--- src/rtl/tpu_mmio_bridge.sv ---
// In-order MMIO request sequencer in front of the TPU core's single-cycle r_w/addr/dataIn port.
// Optional macro TPU_BRIDGE_ADDR_CHECK_EN enables the address map filter and the sticky err flag.
module tpu_mmio_bridge #(
    parameter int DIM   = 8,
    parameter int ADDRW = 16,
    parameter int DATAW = 64,
    parameter int TIDW  = 9,
    parameter int DEPTH = 8
) (
    input  logic             clk,
    input  logic             rst_n,
    input  logic             req_valid,
    output logic             req_ready,
    input  logic             req_wr,
    input  logic [ADDRW-1:0] req_addr,
    input  logic [DATAW-1:0] req_data,
    input  logic [TIDW-1:0]  req_tid,
    output logic             rsp_valid,
    input  logic             rsp_ready,
    output logic [DATAW-1:0] rsp_data,
    output logic [TIDW-1:0]  rsp_tid,
    output logic             tpu_r_w,
    output logic [ADDRW-1:0] tpu_addr,
    output logic [DATAW-1:0] tpu_data_in,
    input  logic [DATAW-1:0] tpu_data_out,
    output logic             busy,
    output logic             err
);

    localparam int PW   = $clog2(DEPTH);
    localparam int CNTW = $clog2(3 * DIM);
    localparam logic [ADDRW-1:0] MATMUL_ADDR = ADDRW'('h0400);

    typedef struct packed {
        logic             wr;
        logic [ADDRW-1:0] addr;
        logic [DATAW-1:0] data;
        logic [TIDW-1:0]  tid;
    } req_t;

    typedef enum logic [1:0] {
        IDLE,
        ISSUE,
        MUL_WAIT,
        RSP_HOLD
    } state_t;

    req_t             mem_q [DEPTH];
    logic [PW:0]      wr_ptr_q, rd_ptr_q;
    req_t             iss_q;
    state_t           state_q, state_d;
    logic [CNTW-1:0]  cnt_q, cnt_d;
    logic             rsp_valid_q, rsp_valid_d;
    logic [DATAW-1:0] rsp_data_q, rsp_data_d;
    logic [TIDW-1:0]  rsp_tid_q, rsp_tid_d;
    logic             busy_q;
    logic             empty, full, push, pop, addr_ok;

    // Extra wrap bit on each pointer distinguishes full from empty.
    assign empty = (wr_ptr_q == rd_ptr_q);
    assign full  = (wr_ptr_q[PW] != rd_ptr_q[PW]) && (wr_ptr_q[PW-1:0] == rd_ptr_q[PW-1:0]);
    assign push  = req_valid && !full;
    assign pop   = (state_q == IDLE) && !empty;

    assign req_ready = !full;

    // NOTE: storage array carries no reset; the pointers alone define which entries are live.
    always_ff @(posedge clk) begin
        if (push) begin
            mem_q[wr_ptr_q[PW-1:0]] <= '{wr: req_wr, addr: req_addr, data: req_data, tid: req_tid};
        end
    end

    // NOTE: all sequential state uses non-blocking assignment so every register samples pre-edge values.
    always_ff @(posedge clk or negedge rst_n) begin
        if (!rst_n) begin
            wr_ptr_q    <= '0;
            rd_ptr_q    <= '0;
            iss_q       <= '0;
            state_q     <= IDLE;
            cnt_q       <= '0;
            rsp_valid_q <= 1'b0;
            rsp_data_q  <= '0;
            rsp_tid_q   <= '0;
            busy_q      <= 1'b0;
        end else begin
            if (push) wr_ptr_q <= wr_ptr_q + (PW+1)'(1);
            if (pop) begin
                iss_q    <= mem_q[rd_ptr_q[PW-1:0]];
                rd_ptr_q <= rd_ptr_q + (PW+1)'(1);
            end
            state_q     <= state_d;
            cnt_q       <= cnt_d;
            rsp_valid_q <= rsp_valid_d;
            rsp_data_q  <= rsp_data_d;
            rsp_tid_q   <= rsp_tid_d;
            busy_q      <= (state_d == MUL_WAIT);
        end
    end

`ifdef TPU_BRIDGE_ADDR_CHECK_EN
    logic err_q;

    assign addr_ok = ((req_addr_in_range(iss_q.addr)) || (iss_q.addr == MATMUL_ADDR));

    function automatic logic req_addr_in_range(input logic [ADDRW-1:0] a);
        return (a >= ADDRW'('h0100)) && (a <= ADDRW'('h03FF));
    endfunction

    always_ff @(posedge clk or negedge rst_n) begin
        if (!rst_n) begin
            err_q <= 1'b0;
        end else if (state_q == ISSUE && !addr_ok) begin
            err_q <= 1'b1;
        end
    end

    assign err = err_q;
`else
    assign addr_ok = 1'b1;
    assign err     = 1'b0;
`endif

    // NOTE: every combinational output gets a default first so no path can infer a latch.
    always_comb begin
        state_d     = state_q;
        cnt_d       = cnt_q;
        rsp_valid_d = rsp_valid_q;
        rsp_data_d  = rsp_data_q;
        rsp_tid_d   = rsp_tid_q;
        case (state_q)
            IDLE: begin
                if (!empty) state_d = ISSUE;
            end
            ISSUE: begin
                if (iss_q.wr) begin
                    if (addr_ok && iss_q.addr == MATMUL_ADDR) begin
                        state_d = MUL_WAIT;
                        cnt_d   = CNTW'(3 * DIM - 2);
                    end else begin
                        state_d = IDLE;
                    end
                end else begin
                    rsp_valid_d = 1'b1;
                    rsp_data_d  = addr_ok ? tpu_data_out : '0;
                    rsp_tid_d   = iss_q.tid;
                    state_d     = RSP_HOLD;
                end
            end
            MUL_WAIT: begin
                if (cnt_q == '0) state_d = IDLE;
                else             cnt_d   = cnt_q - CNTW'(1);
            end
            RSP_HOLD: begin
                if (rsp_ready) begin
                    rsp_valid_d = 1'b0;
                    state_d     = IDLE;
                end
            end
            default: state_d = IDLE;
        endcase
    end

    // Core port is kept in its own process: tpu_data_out depends combinationally on tpu_addr.
    always_comb begin
        tpu_r_w     = 1'b0;
        tpu_addr    = '0;
        tpu_data_in = '0;
        if (state_q == ISSUE && addr_ok) begin
            tpu_r_w     = iss_q.wr;
            tpu_addr    = iss_q.addr;
            tpu_data_in = iss_q.wr ? iss_q.data : '0;
        end
    end

    assign rsp_valid = rsp_valid_q;
    assign rsp_data  = rsp_data_q;
    assign rsp_tid   = rsp_tid_q;
    assign busy      = busy_q;

endmodule

--- config.mk ---
export PLATFORM = sky130hd
export DESIGN_NAME = tpu_mmio_bridge
export DESIGN_NICKNAME = d
export VERILOG_FILES = /design/src/rtl/tpu_mmio_bridge.sv
export SDC_FILE = /design/constraint.sdc
export NUM_CORES = 1
export LEC_CHECK = 0
export CAP_MARGIN = 20
export CORE_ASPECT_RATIO = 0.7
export CORE_MARGIN = 5
export CORE_UTILIZATION = 55
export DETAILED_ROUTE_END_ITERATION = 7
export DONT_BUFFER_PORTS = 1
export GPL_ROUTABILITY_DRIVEN = 0
export PLACE_DENSITY = 0.79
export SYNTH_ARGS = -nofsm -noshare
export SYNTH_HDL_FRONTEND = slang
export SYNTH_SLANG_ARGS = --single-unit
--- constraint.sdc ---
create_clock -name clk -period 7.85 [get_ports clk]
set_clock_uncertainty 0.15 [all_clocks]
set_input_delay 2.355 -clock clk [delete_from_list [all_inputs] [get_ports clk]]
set_output_delay 2.355 -clock clk [all_outputs]
set_load 0.01 [all_outputs]
Word level (Yosys, flattened, before mapping)
Memory sizes are Yosys's and may differ from the RTL's. A register that Yosys moved wholly into a read port is not among the register bits.
Index checks and enable logic that the tools add are counted.
Word-level totals
  output and inout port bits: 158
  bits in registers: 90
  word-level logic and storage cells: 58
  memories kept: 1
  bits in writable memories: 720
Operators by class
  reduce and logical (&&, ||, !) cells: 13
  mux-type cells: 19
  equal/unequal tests: 13
  add/sub/neg operators: 3
  bitwise operators: 1
Memories
  mem_q: depth 8, bits a word 90, rd ports 1, clocked after memory_dff 1, write ports 1, line 48  | req_t mem_q [DEPTH];
Operators by type and width (count)
  2-to-1 mux 64 bit: 2
  equality test 16 x 11 -> 1 bit, second input constant: 1
  2-to-1 mux 16 bit: 1
  2-to-1 mux 5 bit: 3
  2-to-1 mux 2 bit: 5
  inequality test 2 bit, second input constant: 5
  one-hot mux 5 bit (2 select lines): 1
  adder 4 x 1 -> 4 bit, second input constant: 2
  one-hot mux 2 bit (4 select lines): 1
  equality test 2 bit, second input constant: 3
  zero test 5 bit: 1
  2-to-1 mux 1 bit: 5
  subtractor 5 x 1 -> 5 bit, second input constant: 1
  equality test 4 bit: 1
  AND reduction 4 bit: 1
  nonzero test 2 bit: 2
  equality test 3 bit: 1
  logical AND 1 bit: 3
  zero test 1 bit: 3
  AND reduction 3 bit: 1
  equality test 2 x 1 -> 1 bit, second input constant: 1
  zero test 2 bit: 1
  one-hot mux 1 bit (2 select lines): 1
  AND reduction 2 bit: 1
  other kinds (2): 2

Depth between registers and ports, before layout
  depth in word-level cells: 6
  gate-level depth with buffers: 8
  mapped depth without buffers: 6

Least setup slack after synthesis
OpenSTA, ideal clock, no wires.
  kind: input to register
  from: input port req_valid
  to: memory mem_q[0][0] (netlist bit), enable pin
  slack: -1.537 ns
  buffers on the path: 0
  required time: 7.050 ns
  stages: 2
  setup time: 0.650 ns
  arrival time: 8.587 ns
  path through: nand3b_1 > nor3_1
On the way
  word-level cells in the longest chain between the ends: 3
RTL lines
  from (decl): line 12  | input logic req_valid,
  logical AND 1 bit: line 62  | assign push = req_valid && !full;
  2-to-1 mux 1 bit: line 69  | if (push) begin
  2-to-1 mux 1 bit (implied by the code): line 70  | mem_q[wr_ptr_q[PW-1:0]] <= '{wr: req_wr, addr: req_addr, data: req_data, tid: req_tid};
  to (decl): line 48
Every way passes these cells.

Final worst setup path
  from: register rd_ptr_q[1]
  to: output port req_ready
On the way
  word-level cells in the longest chain between the ends: 3
RTL lines
  from (decl): line 49  | logic [PW:0] wr_ptr_q, rd_ptr_q;
  from (signal assigned): line 90  | rd_ptr_q <= rd_ptr_q + (PW+1)'(1);
  equality test 3 bit: line 61  | assign full = (wr_ptr_q[PW] != rd_ptr_q[PW]) && (wr_ptr_q[PW-1:0] == rd_ptr_q[PW-1:0]);
  logical AND 1 bit: line 61
  zero test 1 bit: line 65  | assign req_ready = !full;
  to (decl): line 13  | output logic req_ready,
Every way passes these cells.

==> key figures <==
Run status
  • Status: finished clean

Yosys
  • Share of flip-flops with an asynchronous set or reset: 20.00%
  • Sequential-to-total area share from yosys stat: 76.35%
  • Post-synthesis register bit count: 900
  • Synth Area in Compound Gates: 1.634%
  • Post-Synth Simple-Gate Area: 3.207%
  • Syn Std Cell Area: 34220 um^2
  • Post-synthesis xor/xnor area fraction: 0.3327%
  • Cells after Synth: 1682
  • Post-synthesis mux area share: 16.95%
  • Top FF cell, synth: edfxtp_1
  • Main combinational cell family by area after synthesis: multiplexers
  • Yosys warnings: 0
  • Synth cell types: 44
  • Adder-Cell Fraction of Synth Area: 0.1097%
  • Post-Syn Area per Cell: 20.34 um^2
  • Syn_nets: 1843
  • EDFF count, synth: 720

Timing
  • F_max: 0.1912 GHz
  • Min Tclk post-route: 5.229 ns
  • RSZ-0062 raised after global routing: false
  • Hold slack: 0.3235 ns
  • Fin. Hold Viols: 0
  • Setup TNS: 0 ns
  • Setup violations, final: 0
  • Slew HR: 24.87%
  • Slew Viols, Final: 0
  • Slew @ Worst Pin: 1.127 ns
  • Tcrit/Tclk final: 66.62%

Critical path
  • CP Buf/Inv Count: 0
  • CP top delay family: flip-flops
  • CP Data Required Time: 5.35 ns
  • Nature of the critical path endpoint: output pin
  • Crit path from: rd_ptr_q[1]
  • Crit-path max cell delay: 0.96 ns
  • Crit-path slowest cell: dfrtp_4
  • Cells along the critical path: xor2_1, or4_1
  • Reg2reg setup slack: 3.49 ns
  • Critical Path Start Type: flip-flop
  • FF-to-FF Start: rd_ptr_q[1]
  • Crit Path Category: flip-flop to output pin
  • Worst Path Max Fanout: 54
  • CP arrival: 2.72 ns

Die
  • # rows: 76
  • Die X-Extent: 308.1 um
  • # IOs: 316
  • Core area: 61520 um^2
  • Initial Util: 55.62%
  • Die Span Y: 218.7 um
  • Full die area: 67380 um^2

Clock tree
  • CTS Root Buffer Type: clkbuf_16
  • Cts repair resizes: 0
  • CTS tree: yes
  • Post-CTS Setup Bufs: 0
  • Number of hold buffers added after CTS: 0
  • H-tree depth: 3
  • Worst-Skew Late Latency: 0.63 ns
  • Total CTS buffers: 81
  • CTS max path bufs: 3
  • Clk sinks: 900
  • Clock-pin slew on the worst setup and hold paths: 0.06 ns

Layout
  • Nets: 1863
  • Fillers: 4156
  • Commonest non-fill, non-tap cell in the layout: edfxtp_1
  • Final core utilization: 61.50%
  • P&R area growth vs syn: 10.57%
  • N_diodes: 0
  • Most frequent cells in the layout: 720 x edfxtp_1, 180 x mux4_2, 177 x dfrtp_1
  • Share of layout cells above drive strength 1: 23.84%

Route
  • WL final: 71780 um
  • DRC Markers: 0
  • Via Count: 15.65k
  • Post-DRT Antenna Nets: 0
  • Routed length per instance: 27.73 um
  • First drt pass iteration count: 5
  • DRT iter0 DRCs: 1590
  • Vias per inst: 6.046

Global route
  • Vias in the first global route: 16.38k
  • Largest net degree at the start of global routing: 181
  • Initial antenna violation count: 3
  • First-pass GRT wire length: 106600 um
  • Gr ovfl total: 0
  • GRT Total Usage: 21.33%

Pwr
  • Max VDD drop: 0.2689 mV
  • Leak pwr: 12.94 nW
  • Cell Pwr Density: 392.0 nW/um^2

Hold path
  • Worst Hold Launch: iss_q[18]
  • Hold Crit Class: flip-flop to flip-flop

Placement
  • DP HPWL: 41590 um
  • Port Buffers: 0

Job
  • Max-Cap Viols: 0
==> worst register-to-register path, stage by stage, from the launching register on <==
cell      delay, ns
dfrtp_4        0.96
xor2_1         0.41
or4_1          0.52
nand3b_1       0.43
nor2_4         0.85
buf_4          0.66
==> power by group <==
part / internal, mW / switching [mW] / total, mW
Combinational: 1.80 / 2.07 / 3.87
Clock: 2.25 / 1.70 / 3.95
Sequential: 6.27 / 0.750 / 7.02
==> cell usage after synthesis (2+ instances only) <==
cell type	n	area [um^2]
o21ai_1	11	55.05
nor2b_1	2	12.51
ha_1	3	37.54
a21oi_1	3	15.01
inv_1	6	22.52
mux2i_1	90	900.9
o21ai_0	80	400.4
mux4_2	180	4054
xnor2_1	7	61.31
edfxtp_1	720	21620
a31oi_1	2	12.51
and2_1	81	506.7
clkbuf_1	28	105.1
nor4b_1	2	17.52
buf_1	17	63.81
mux2_2	75	844.6
nor2_1	12	45.04
clkbuf_2	2	10.01
nand3_1	4	20.02
buf_2	30	150.1
xor2_1	6	52.55
nand2_1	98	367.9
nand2b_1	3	18.77
or4_1	2	15.01
dfrtp_1	180	4504
buf_6	3	33.78
buf_4	13	97.59
nor4_1	2	12.51
nor3_1	5	25.02
==> routing by layer <==
| metal | vias up | global-route usage [%] | routed length (um) |
|---|---|---|---|
| met5 | - | 0 | 0 |
| met4 | 0 | 5.292 | 1497 |
| met3 | 95 | 5.464 | 6155 |
| met2 | 633 | 34.51 | 34740 |
| met1 | 8221 | 29.77 | 29390 |
| li1 | 6703 | - | - |
==> stage by stage <==
step	area [um^2]	power [mW]	std cells	setup slack, ns
after floorplan	34230	9.952	1682	0.8769
after global placement	35070	10.83	2434	3.130
after detailed placement	35070	10.99	2434	3.104
after CTS	37730	14.96	2585	2.564
after global routing	37840	15.59	2589	2.494
final	37840	14.83	2589	2.621
==> worst paths after layout <==
path                                end  cells past startpoint
max in group asynchronous   rd_ptr_q[1]                      0
hold / removal                iss_q[18]                      2
setup reg to reg           mem_q[6][42]                      5
hold reg to reg               iss_q[18]                      2
min in group asynchronous  rsp_data[38]                      0
setup / recovery              req_ready                      2
==> cell type report <==
cell class                      count  area (um^2)  area share, %
Clock buffer                      108         2231          5.896
Sequential cell                   900        26140          69.08
Multi-Input combinational cell    683         7675          20.28
Clock inverter                     43        434.2          1.147
Inverter                            6        25.02        0.06614
Tap cell                          819         1025          2.708
Timing Repair Buffer               30        310.3         0.8201
==> state kept, by name (all words and copies together) (netlist names) <==
name       cells
iss_q         90
rsp_data      64
state_q        2
busy           1
rsp_tid        9
wr_ptr_q       4
mem_q        720
rd_ptr_q       4
rsp_valid      1
cnt_q          5
==> cell families after synthesis <==
logic type | Yosys count
xor+xnor | 13
compound gates | 103
flops | 900
other cells | 1
fa+ha+maj | 3
buf+inv | 99
simple gates | 218
mux | 345
No activity file was read; power rests on OpenSTA's default activity.
